==> src/rtl/uart_rx_fifo.sv <==
// Byte FIFO between the UART receiver and the command parser: level/pulse
// pop handshake, fill level, and sticky overflow with a saturating drop counter.
module uart_rx_fifo #(
   parameter int  DEPTH = 16,
   localparam int AW    = $clog2(DEPTH)
) (
   input  logic          clk,
   input  logic          rst,
   input  logic          in_valid,
   input  logic [7:0]    in_data,
   output logic          out_rdy,
   output logic [7:0]    out_data,
   input  logic          out_rdy_clr,
   output logic [AW:0]   level,
   output logic          full,
   output logic          overflow,
   output logic [7:0]    drop_cnt,
   input  logic          overflow_clr
);

   localparam logic [AW:0] DEPTH_L = (AW+1)'(DEPTH);

   logic [7:0]    mem [DEPTH];
   logic [AW:0]   wr_ptr_reg, rd_ptr_reg;
   logic [AW:0]   level_reg, level_next;
   logic          overflow_reg, overflow_next;
   logic [7:0]    drop_cnt_reg, drop_cnt_next;

   logic [AW-1:0] wr_idx, rd_idx;
   logic          empty, full_ptr;
   logic          push, pop, drop;

   assign wr_idx   = wr_ptr_reg[AW-1:0];
   assign rd_idx   = rd_ptr_reg[AW-1:0];
   assign empty    = (wr_ptr_reg == rd_ptr_reg);
   assign full_ptr = (wr_idx == rd_idx) && (wr_ptr_reg[AW] != rd_ptr_reg[AW]);

   // A pop in the same cycle frees the slot, so a full FIFO still accepts the byte.
   assign pop  = out_rdy_clr && !empty;
   assign push = in_valid && (!full_ptr || pop);
   assign drop = in_valid && full_ptr && !pop;

   always_comb begin
      level_next = level_reg;
      case ({push, pop})
         2'b10:   level_next = level_reg + 1'b1;
         2'b01:   level_next = level_reg - 1'b1;
         default: level_next = level_reg;
      endcase
   end

   // A drop coincident with a clear wins: the counter restarts at one.
   always_comb begin
      overflow_next = overflow_reg;
      drop_cnt_next = drop_cnt_reg;
      if (drop) begin
         overflow_next = 1'b1;
         if (overflow_clr)
            drop_cnt_next = 8'h01;
         else if (drop_cnt_reg != 8'hFF)
            drop_cnt_next = drop_cnt_reg + 8'h01;
      end else if (overflow_clr) begin
         overflow_next = 1'b0;
         drop_cnt_next = 8'h00;
      end
   end

   always_ff @(posedge clk or posedge rst) begin
      if (rst) begin
         wr_ptr_reg   <= '0;
         rd_ptr_reg   <= '0;
         level_reg    <= '0;
         overflow_reg <= 1'b0;
         drop_cnt_reg <= 8'h00;
      end else begin
         if (push)
            wr_ptr_reg <= wr_ptr_reg + 1'b1;
         if (pop)
            rd_ptr_reg <= rd_ptr_reg + 1'b1;
         level_reg    <= level_next;
         overflow_reg <= overflow_next;
         drop_cnt_reg <= drop_cnt_next;
      end
   end

   // Storage holds no reset; stale contents are masked by the pointers.
   always_ff @(posedge clk) begin
      if (push)
         mem[wr_idx] <= in_data;
   end

   assign out_data = empty ? 8'h00 : mem[rd_idx];
   assign out_rdy  = (level_reg != '0);
   assign full     = (level_reg == DEPTH_L);
   assign level    = level_reg;
   assign overflow = overflow_reg;
   assign drop_cnt = drop_cnt_reg;

endmodule
==> config.mk <==
export PLATFORM = sky130hd
export DESIGN_NAME = uart_rx_fifo
export DESIGN_NICKNAME = d
export VERILOG_FILES = /design/src/rtl/uart_rx_fifo.sv
export SDC_FILE = /design/constraint.sdc
export NUM_CORES = 1
export LEC_CHECK = 0
export ABC_AREA = 1
export CORE_MARGIN = 2
export CORE_UTILIZATION = 50
export DETAILED_ROUTE_END_ITERATION = 8
export PLACE_DENSITY = 0.73
export SLEW_MARGIN = 20
export SYNTH_ARGS = -nofsm -noshare
export SYNTH_HDL_FRONTEND = slang
export SYNTH_SLANG_ARGS = --single-unit
==> constraint.sdc <==
create_clock -name clk -period 2.1 [get_ports clk]
set_input_delay 0.42 -clock clk [delete_from_list [all_inputs] [get_ports clk]]
set_output_delay 0.42 -clock clk [all_outputs]
set_load 0.005 [all_outputs]
# After elaboration in Yosys (flattened, before gate mapping)
# Memory sizes are Yosys's and may differ from the RTL's.
# Index checks and enable logic that the tools add are counted.
# W data, S select, Z words.
dict set report word_totals {
  mem_count 1
  wordCells 42
  register_bits 24
  input_bits 13
  ramBits 128
  output_inout_bits 24
}
dict set report classes {
  n_addsub 5
  mux 10
  reduce_logical 14
  eq_ne 7
}
# name words word_bits read_ports rd_clocked_by_memory_dff wr line_no
set mem_list {}
lappend mem_list {mem 16 8 1 0 1 23} ;# logic [7:0] mem [DEPTH];
# cell count
set op_table {}
lappend op_table {{$mux W8} 5}
lappend op_table {{$add A5 B1 Y5 const B} 3}
lappend op_table {{$pmux W5 S2} 1}
lappend op_table {{$add A8 B1 Y8 const B} 1}
lappend op_table {{$ne A8 B8 Y1 const B} 1}
lappend op_table {{$reduce_bool A2 Y1} 3}
lappend op_table {{$eq A5 B5 Y1} 1}
lappend op_table {{$eq A5 B5 Y1 const B} 1}
lappend op_table {{$logic_and A1 B1 Y1} 5}
lappend op_table {{$reduce_bool A5 Y1} 1}
lappend op_table {{$sub A5 B1 Y5 const B} 1}
lappend op_table {{$eq A4 B4 Y1} 1}
lappend op_table {{$mux W1} 4}
lappend op_table {{$logic_not A1 Y1} 3}
lappend op_table {{$eq A2 B1 Y1 const B} 1}
lappend op_table {{$eq A2 B2 Y1 const B} 1}
lappend op_table {{$reduce_and A2 Y1} 1}
lappend op_table {{$logic_or A1 B1 Y1} 1}
lappend op_table {{$ne A1 B1 Y1} 1}

# Logic depth before layout (Yosys ltp)
# Gate-level depths: netlist of the first run.
dict set report depth {
  ltp_word 7
  depth_mapped 19
  ltp_nobuf 18
}

# Worst setup path after synthesis of the first run
# OpenSTA, ideal clock, no wires.
dict set report synth_path {
  kind {reg2reg}
  startpoint {reg wr_ptr_reg[0]}
  endpoint {mem mem[0][0] (enable)}
  arrival_ns 1.633
  path_stages_with_launch 12
  slack_ns 0.097
  synth_period_minus_slack_ns 2.003
  n_path_buf 0
  setup_ns 0.370
  path_cell_list {dfrtp_1 inv_1 nand2_1 nand2_1 nor2_4 nand3_4 nand2_4 nand2_1 nand2_1 inv_2 nand2_1 nor2_1}
}
dict set report synth_via {
  elab_chain_len 7
  word_cells_on_any_way 10
  cone_classes {eq/ne: 2; mux: 2; reduce/logical: 6}
}
# item line_no
set synth_lines {}
lappend synth_lines {{from (decl)} 24} ;# logic [AW:0] wr_ptr_reg, rd_ptr_reg;
lappend synth_lines {{from (signal assigned)} 77} ;# wr_ptr_reg <= wr_ptr_reg + 1'b1;
lappend synth_lines {{$eq A5 B5 Y1 / $eq A4 B4 Y1 (equally long branches)} {35, 36}}
lappend synth_lines {{$logic_not A1 Y1 / $logic_and A1 B1 Y1 (equally long branches)} {39, 36}}
lappend synth_lines {{$logic_and A1 B1 Y1 / $logic_not A1 Y1 (equally long branches)} {39, 40}}
lappend synth_lines {{$logic_or A1 B1 Y1} 40} ;# assign push = in_valid && (!full_ptr || pop);
lappend synth_lines {{$logic_and A1 B1 Y1} 40}
lappend synth_lines {{$mux W1} 88} ;# if (push)
lappend synth_lines {{$mux W1 (not written as such)} 89} ;# mem[wr_idx] <= in_data;
lappend synth_lines {{to (decl)} 23}
# Parallel ways exist; a longest one is shown, timed or not.

# Worst setup path in the final report of the first run
dict set report layout_path {
  startpoint {reg rd_ptr_reg[0]}
  endpoint {out out_data[6]}
}
dict set report layout_via {
  elab_chain_len 2
  word_cells_on_any_way 3
  cone_classes {eq/ne: 1; mux: 1; memory: 1}
}
# item line_no
set layout_lines {}
lappend layout_lines {{from (decl)} 24}
lappend layout_lines {{from (signal assigned)} 79} ;# rd_ptr_reg <= rd_ptr_reg + 1'b1;
lappend layout_lines {{$mem_v2 Z16 W8 / $eq A5 B5 Y1 (equally long branches)} --}
lappend layout_lines {{$mux W8 *} 92} ;# assign out_data = empty ? 8'h00 : mem[rd_idx];
lappend layout_lines {{to (decl)} 12} ;# output logic [7:0] out_data,
# Mark *: on every way between the ends. The rest lies on a longest branch, timed or not.

==> flow_summary.ini, run 1 <==
[run_status]
status = finished with violations
violations = negative setup slack

[placed_design]
routabilityCongestion = 0.826
dp.cells = 789
port-buffer-count = 36
dpl.hpwl_um = 9670

[timing]
final_max_slew_viol_count = 0
setup_ws_ps = -448
fin_crit_sh_pct = 121
fin_skew_ps = 10.8
fmaxAchievable_mhz = 393
finalSetupViolations = 40
rsz0062_at_grt = true
max_slew_margin_pct = 50.8
layout_min_cycle_time_ps = 2550
final-hold-violation-count = 0
worstMarginPinSlew_ps = 736

[global_route]
first_global_vias = 4957
grt_max_degree = 34
grt_use_total_pct = 25.2
overflow = 0
grt_pass1_wl_um = 26300
antenna_found_initial = 0

[drt]
wirelength_um = 18300
drtAntennaViolNets = 0
drt-initial-drc-count = 618
wl_per_cell_um = 21.4
via_per_inst = 5.96
drc = 0
dr.pass1.iters = 5
num_vias = 5086

[worst_setup_path]
crit_path_max_incr_delay_ps = 430
cp-end-kind = output pin
cp_data_required_time_ps = 1680
worstSetupPathType = reg2out
crit_chain = clkinv_4 -> buf_12 -> o21ai_1 -> o22ai_2 -> o211ai_1 -> a31oi_1 -> buf_2
critPathLaunchType = flip-flop
worst_path_dominant_cell_family = compound AO/OA/AOI/OAI gates
slowest_stage = dfrtp_2
regToRegStartpoint = rd_ptr_reg[0]
cp_max_fo = 6
startpoint = rd_ptr_reg[0]
worstPathArrival_ps = 2130
path_buf_inv = 3

[clock_network]
holdBufCountCts = 0
clock_latency_ps = 430
htreeDepth = 4
cts_tree = done
clk_path_buf_depth = 2
cts_buffers = 17
clk_pin_slew_ps = 70
clockRootBuffer = clkbuf_16
clock_sinks = 152

[yosys]
synth_area_per_cell_um2 = 11.7
netlist_area_um2 = 6480
synth_nets = 574
synthCells = 553
seq_area_frac_synth_pct = 68.6
yosysWarnings = 0
synth-seq-cells = 152
ys_types = 36

[floorplanning]
fp.dieArea_um2 = 13900
rows = 41
core-area_um2 = 12600
start_util_pct = 51.4
fp.dieW_um = 118
io_pins = 37
die_height_um = 118

[layout]
drive_above_1_share_pct = 31.7
largest_register_ffs = 128
final_cell_mix = edfxtp_1, nor2_1, nand2_1
final_net_count = 690
layout_commonest_cell = edfxtp_1
diodes = 0
syn_to_final_growth_pct = 37.9
final_util_pct = 70.8
instances_no_fill = 854
fillers = 805

[power]
peakVddDrop_mv = 0.910
power_density_nw_per_um2 = 1480
p_leak_nw = 3.29

[job]
drv_cap = 0

[worst_hold_path]
hold_class = in2async
-- layer usage --
metal	GRT usage [%]	vias up	wire length, um
met3	4.80	68	1720
li1	-	2218	-
met1	30.6	2473	6400
met5	0	-	0
met2	42.0	327	9430
met4	14.6	0	742
-- report_power, final --
part / internal [mW] / switching [mW]
registers: 3.69 / 0.264
logic: 2.68 / 3.48
clock network: 1.88 / 1.23
total: 8.24 / 4.97
-- cell type report --
class | count | area (um^2) | area share [%]
clock buffers | 18 | 429 | 4.80
repair buffers | 120 | 1260 | 14.1
clock inverters | 14 | 170 | 1.90
flip-flops and latches | 152 | 4450 | 49.8
multi-input cells | 342 | 2260 | 25.3
well taps | 172 | 215 | 2.41
inverters | 36 | 159 | 1.78
-- synthesized netlist by cell type, drive strengths merged --
cell / n / area share, %
o221ai: 13 / 1.8
o22ai: 19 / 1.8
ha: 8 / 1.5
a21oi: 2 / 0.15
a31oi: 8 / 0.77
clkbuf: 21 / 1.2
nand3: 18 / 1.9
nor2: 98 / 6.1
inv: 35 / 2.0
buf: 2 / 0.19
dfrtp: 24 / 9.3
nand2: 73 / 4.4
nor3: 1 / 0.077
o211ai: 3 / 0.35
edfxtp: 128 / 59
a211oi: 1 / 0.12
clkinv: 1 / 0.058
nand4: 6 / 0.58
o31ai: 1 / 0.12
xor2: 10 / 1.4
o32ai: 1 / 0.14
nor4: 1 / 0.097
o21a: 3 / 0.35
o21ai: 73 / 5.8
xnor2: 3 / 0.52
-- metrics by stage --
| step | total power, mW | setup TNS, ps | setup WS (ps) | hold WS, ps | cell area, um^2 |
|---|---|---|---|---|---|
| finish | 13.2 | -3750 | -448 | 350 | 8940 |
| global route | 13.7 | -10740 | -475 | 392 | 8940 |
| detailed placement | 8.17 | -10320 | -267 | 479 | 7400 |
| global placement | 8.05 | -7940 | -247 | 467 | 7400 |
| CTS | 12.5 | -3260 | -341 | 350 | 8590 |
| floorplan | 6.29 | 0 | 96.6 | 435 | 6480 |
-- cell families after synthesis --
group                      Yosys count  share of synthesized area, %
AOI/OAI and AO/OA                  124                          11.4
xor gates and xnor gates            13                          1.87
adders and majority gates            8                          1.54
buffers and inverters               59                          3.49
DFF                                152                          68.6
and+or+nand+nor                    197                          13.1
-- what timing repair did --
| item | CTS | global route |
|---|---|---|
| resized for setup | 122 | 82 |
| setup buffers | 22 | 10 |
| endpoints found under the setup margin | 140 | 151 |
| cloned | 4 | 1 |
| pin swaps | 30 | 24 |
-- path summary, 6_finish.rpt --
kind | to | slack (ps) | depth (start not counted)
worst max-delay path | out_data[6] | -450 | 7
worst min-delay path | overflow | 350 | 3
worst max register to register | level[4] | -90 | 20
max in group asynchronous | rd_ptr_reg[0] | 1470 | 3
worst min register to register | overflow | 500 | 2
min in group clk | overflow | 500 | 2
-- worst min-delay path, cell delays in order --
cell and delay (ps):
clkdlybuf4s50_1 400, inv_1 50, buf_4 320
Power figures use the tool's default switching activity.
==> run 2, diff against run 1 <==
- CORE_UTILIZATION: 50 -> 25
- PLACE_DENSITY: 0.73 -> 0.43
==> flow_summary.ini, run 2 (synthesis gave the netlist of run 1 again) <==
[global_route]
grt-busiest-layer = met2
overflow = 0
grt_max_degree = 18
grt_use_met3_pct = 3.09
antenna_found_initial = 0
use_met1_pct = 19.0
first_global_vias = 4671
grt_pass1_wl_um = 27800
grt_use_met2_pct = 22.7
grt_use_total_pct = 14.2

[timing]
finalSetupViolations = 8
final-hold-violation-count = 0
fmaxAchievable_mhz = 402
layout_min_cycle_time_ps = 2490
rsz0062_at_grt = true
worstMarginPinSlew_ps = 720
holdWs_ps = 319
setup_ws_ps = -389
fin_crit_sh_pct = 119
final_max_slew_viol_count = 0
max_slew_margin_pct = 51.9
fin_skew_ps = 13.0
tns_ps = -2750

[worst_setup_path]
ff2ff_path_depth = 16
regToRegStartpoint = rd_ptr_reg[0]
worstSetupPathType = reg2out
critPathLaunchType = flip-flop
cp_data_required_time_ps = 1680
worstPathArrival_ps = 2070
cp-end-kind = output pin
cp_max_fo = 6
worstReg2RegEnd = level[2]
regToRegSetupSlack_ps = 20

[layout]
instances_no_fill = 1042
final_net_count = 720
largest_register_ffs = 128
diodes = 0
layout_commonest_cell = edfxtp_1
final_cell_mix = edfxtp_1, nor2_1, buf_4
syn_to_final_growth_pct = 44.0
drive_above_1_share_pct = 33.1

[drt]
via_per_inst = 4.59
drt-initial-drc-count = 285
drc = 0
wirelength_um = 18600
wl_per_cell_um = 17.8
num_vias = 4784
drtAntennaViolNets = 0
dr.pass1.iters = 4

[power]
switchingPower_mw = 4.80
power_report.internal_total_mw = 8.37
p_leak_nw = 3.40
netSwitchingFraction_pct = 36.4
clkPwrFrac_pct = 22.1
peakVddDrop_mv = 0.653
power_density_nw_per_um2 = 1410
pwr-share-comb_pct = 47.9
seqPwrFrac_pct = 30.0

[run_status]
status = finished with violations
violations = negative setup slack

[floorplanning]
core-area_um2 = 25300
fp.dieArea_um2 = 27200
fp.dieW_um = 165
start_util_pct = 25.6
die_height_um = 165
rows = 58
io_pins = 37

[placed_design]
dpl_worst_slack_ps = -316
port-buffer-count = 36
dp.cells = 984
dpl.hpwl_um = 12200
routabilityCongestion = 0.770

[clock_network]
holdBufCountCts = 0
htreeDepth = 4
clock_sinks = 152
clk_path_buf_depth = 2
cts_tree = done
clk_pin_slew_ps = 60
clock_latency_ps = 430
cts_buffers = 17
clockRootBuffer = clkbuf_16

[job]
drv_cap = 0

[worst_hold_path]
hold_class = in2async
run 2: cell types whose count changed in the layout (fill, tap and decap cells not counted), sizes merged:
cell | previous run | this run
bufbuf | 0 | 1
buf | 91 | 121
bufinv | 3 | 1
clkinv | 6 | 5
inv | 38 | 37
clkinvlp | 3 | 5
clkbuf | 19 | 20
run 2: routing by layer:
| layer | vias up | share of wire, % | wire length, um |
|---|---|---|---|
| met5 | - | 0 | 0 |
| met3 | 21 | 3.9 | 728 |
| met4 | 0 | 1.3 | 248 |
| met2 | 92 | 49 | 9100 |
| met1 | 2396 | 46 | 8500 |
| li1 | 2275 | - | - |
run 2: how the worst max path moves through the flow:
| stage | start | endpoint | slack (ps) |
|---|---|---|---|
| floorplan | wr_ptr_reg[0] | mem[0][0] | 100 |
| global placement | rd_ptr_reg[0] | out_data[0] | -300 |
| detailed placement | rd_ptr_reg[0] | out_data[1] | -320 |
| CTS | rd_ptr_reg[0] | out_data[6] | -390 |
| global route | rd_ptr_reg[0] | out_data[6] | -480 |
| finish | rd_ptr_reg[0] | out_data[3] | -390 |
run 2: critical path, cell delays in order (launching register included):
cell and delay (ps):
dfrtp_2 470, inv_6 100, buf_12 120, buf_12 110, buf_16 130, nor2_4 40, o221ai_2 160, nand3_2 150
a31oi_4 210, buf_2 140
run 2: through the flow:
step / cell area, um^2 / utilization [%] / total power, mW
after floorplan: 6480 / - / 6.29
after global placement: 7950 / 31.4 / 8.86
after detailed placement: 7950 / 31.4 / 8.89
after CTS: 9020 / 35.6 / 12.9
after global routing: 9330 / 36.9 / 13.9
final: 9330 / 36.9 / 13.2
run 2: cell type report:
class | count | area [um^2]
repair buffers | 150 | 1560
multi-input cells | 342 | 2190
flip-flops and latches | 152 | 4450
well taps | 330 | 413
fillers | 2414 | 16000
inverters | 36 | 164
clock buffers | 20 | 437
clock inverters | 12 | 119
run 2: repair_timing:
action,in CTS,in global routing
endpoints found under the setup margin,27,148
buffers inserted,16,6
pin swaps,42,17
cloned,5,0
gates resized for setup,109,72
run 2: power groups by stage:
stage	Combinational (mW)	Sequential, mW	Clock [mW]
final	6.31	3.95	2.91
after detailed placement	4.91	3.98	0
after global placement	4.90	3.97	0
after CTS	5.94	3.95	2.98
after global routing	6.82	3.99	3.11
after floorplan	2.37	3.93	0
==> run 3, diff against run 2 <==
--- a/config.mk
+++ b/config.mk
@@ -8,3 +8,3 @@
 export ABC_AREA = 1
-export CORE_MARGIN = 2
+export CORE_MARGIN = 1
 export CORE_UTILIZATION = 25
--- a/constraint.sdc
+++ b/constraint.sdc
@@ -3,2 +3,2 @@
 set_output_delay 0.42 -clock clk [all_outputs]
-set_load 0.005 [all_outputs]
+set_load 0.01 [all_outputs]
==> flow_summary.ini, run 3 (synthesis gave the netlist of run 1 again) <==
[clock_network]
cts_buffers = 17
clockRootBuffer = clkbuf_16
holdBufCountCts = 0
cts_tree = done
clk_pin_slew_ps = 60
htreeDepth = 4
clock_latency_ps = 430
clk_path_buf_depth = 2
clock_sinks = 152

[job]
drv_cap = 0

[timing]
fmaxAchievable_mhz = 403
rsz0062_at_grt = true
finalSetupViolations = 9
layout_min_cycle_time_ps = 2480
fin_skew_ps = 14.2
final_max_slew_viol_count = 0
worstMarginPinSlew_ps = 651
tns_ps = -2810
setup_ws_ps = -384
fin_crit_sh_pct = 118
max_slew_margin_pct = 56.5
final-hold-violation-count = 0

[power]
netSwitchingFraction_pct = 37.1
seqPwrFrac_pct = 28.9
clkPwrFrac_pct = 22.4
pwr-share-comb_pct = 48.8
total_power_mw = 13.7
power_density_nw_per_um2 = 1450
power_report.internal_total_mw = 8.61
peakVddDrop_mv = 0.713
p_leak_nw = 3.47
switchingPower_mw = 5.09

[worst_setup_path]
cp_max_fo = 7
worstPathArrival_ps = 2060
cp_data_required_time_ps = 1680
critPathLaunchType = flip-flop
worstSetupPathType = reg2out
cp-end-kind = output pin

[floorplanning]
rows = 58
fp.dieW_um = 163
core-area_um2 = 25300
io_pins = 37
fp.dieArea_um2 = 26600
start_util_pct = 25.6
die_height_um = 163

[drt]
num_vias = 4763
drtAntennaViolNets = 0
wirelength_um = 18200
dr.pass1.iters = 7
via_per_inst = 4.56
drc = 0
wl_per_cell_um = 17.4
drt-initial-drc-count = 225

[layout]
final_cell_mix = edfxtp_1, nor2_1, buf_4
final_util_pct = 37.3
syn_to_final_growth_pct = 45.8
drive_above_1_share_pct = 35.6
layout_commonest_cell = edfxtp_1
multi_input_area_um2 = 2270
fillers = 2413
diodes = 0
largest_register_ffs = 128
seq_area_um2 = 4450
final_net_count = 722

[placed_design]
port-buffer-count = 36
dpl.hpwl_um = 11800
routabilityCongestion = 0.793

[worst_hold_path]
hold_class = in2async

[global_route]
grt_pass1_wl_um = 27700
grt_use_total_pct = 14.2
overflow = 0
antenna_found_initial = 0
grt_max_degree = 25
first_global_vias = 4902

[run_status]
status = finished with violations
violations = negative setup slack
==> run 3: worst paths after layout <==
check	end	slack [ps]	depth (start not counted)	startpoint
min	drop_cnt[0]	340	3	rst
max	out_data[2]	-380	9	rd_ptr_reg[0]
max in group asynchronous	rd_ptr_reg[0]	1480	3	rst
max reg2reg	level[4]	-40	20	rd_ptr_reg[0]
min reg2reg	overflow	490	2	overflow
min in group clk	overflow	490	2	overflow
==> run 3: stage by stage <==
stage / cell area (um^2) / cells / hold slack [ps] / setup slack [ps]
CTS: 9030 / 1032 / 350 / -427
finish: 9450 / 1044 / 344 / -384
global route: 9450 / 1044 / 403 / -449
floorplan: 6480 / 553 / 435 / 96.6
global placement: 7850 / 977 / 474 / -412
detailed placement: 7850 / 977 / 482 / -444
==> run 3: routing by layer <==
layer / up-vias / share of wire, % / track usage [%]
met1: 2388 / 45 / 17.9
met3: 16 / 2.8 / 2.59
met2: 74 / 51 / 24.4
met4: 0 / 1.3 / 4.67
met5: - / 0 / 0
li1: 2285 / - / -
==> run 3: layout make-up <==
type | instances | share of cell area [%]
Inverter | 36 | 1.60
Timing Repair Buffer | 152 | 16.6
Multi-Input combinational cell | 342 | 24.0
Clock inverter | 15 | 1.77
Sequential cell | 152 | 47.1
Clock buffer | 17 | 4.50
Tap cell | 330 | 4.37
==> run 3: critical path: stages (launching register included) <==
cell     delay (ps)
dfrtp_2         390
buf_6           120
buf_6           120
buf_16          130
buf_4           110
o21ai_0          70
o22ai_1         200
nand2_1         140
a31oi_4         200
buf_2           160
==> run 3: repair_timing <==
action	4_1_cts	5_1_grt
pin swaps	36	45
gates resized for setup	135	83
buffers inserted	22	12
endpoints found under the hold margin	0	0
setup endpoints to repair	140	133
gates cloned	3	2
==> run 3: power groups by stage <==
stage | Sequential, mW | Clock (mW) | Combinational, mW
after detailed placement | 3.96 | 0 | 4.87
final | 3.95 | 3.06 | 6.68
after floorplan | 3.95 | 0 | 2.45
after global routing | 3.99 | 3.24 | 7.18
after CTS | 3.94 | 3.13 | 6.03
after global placement | 3.96 | 0 | 4.82
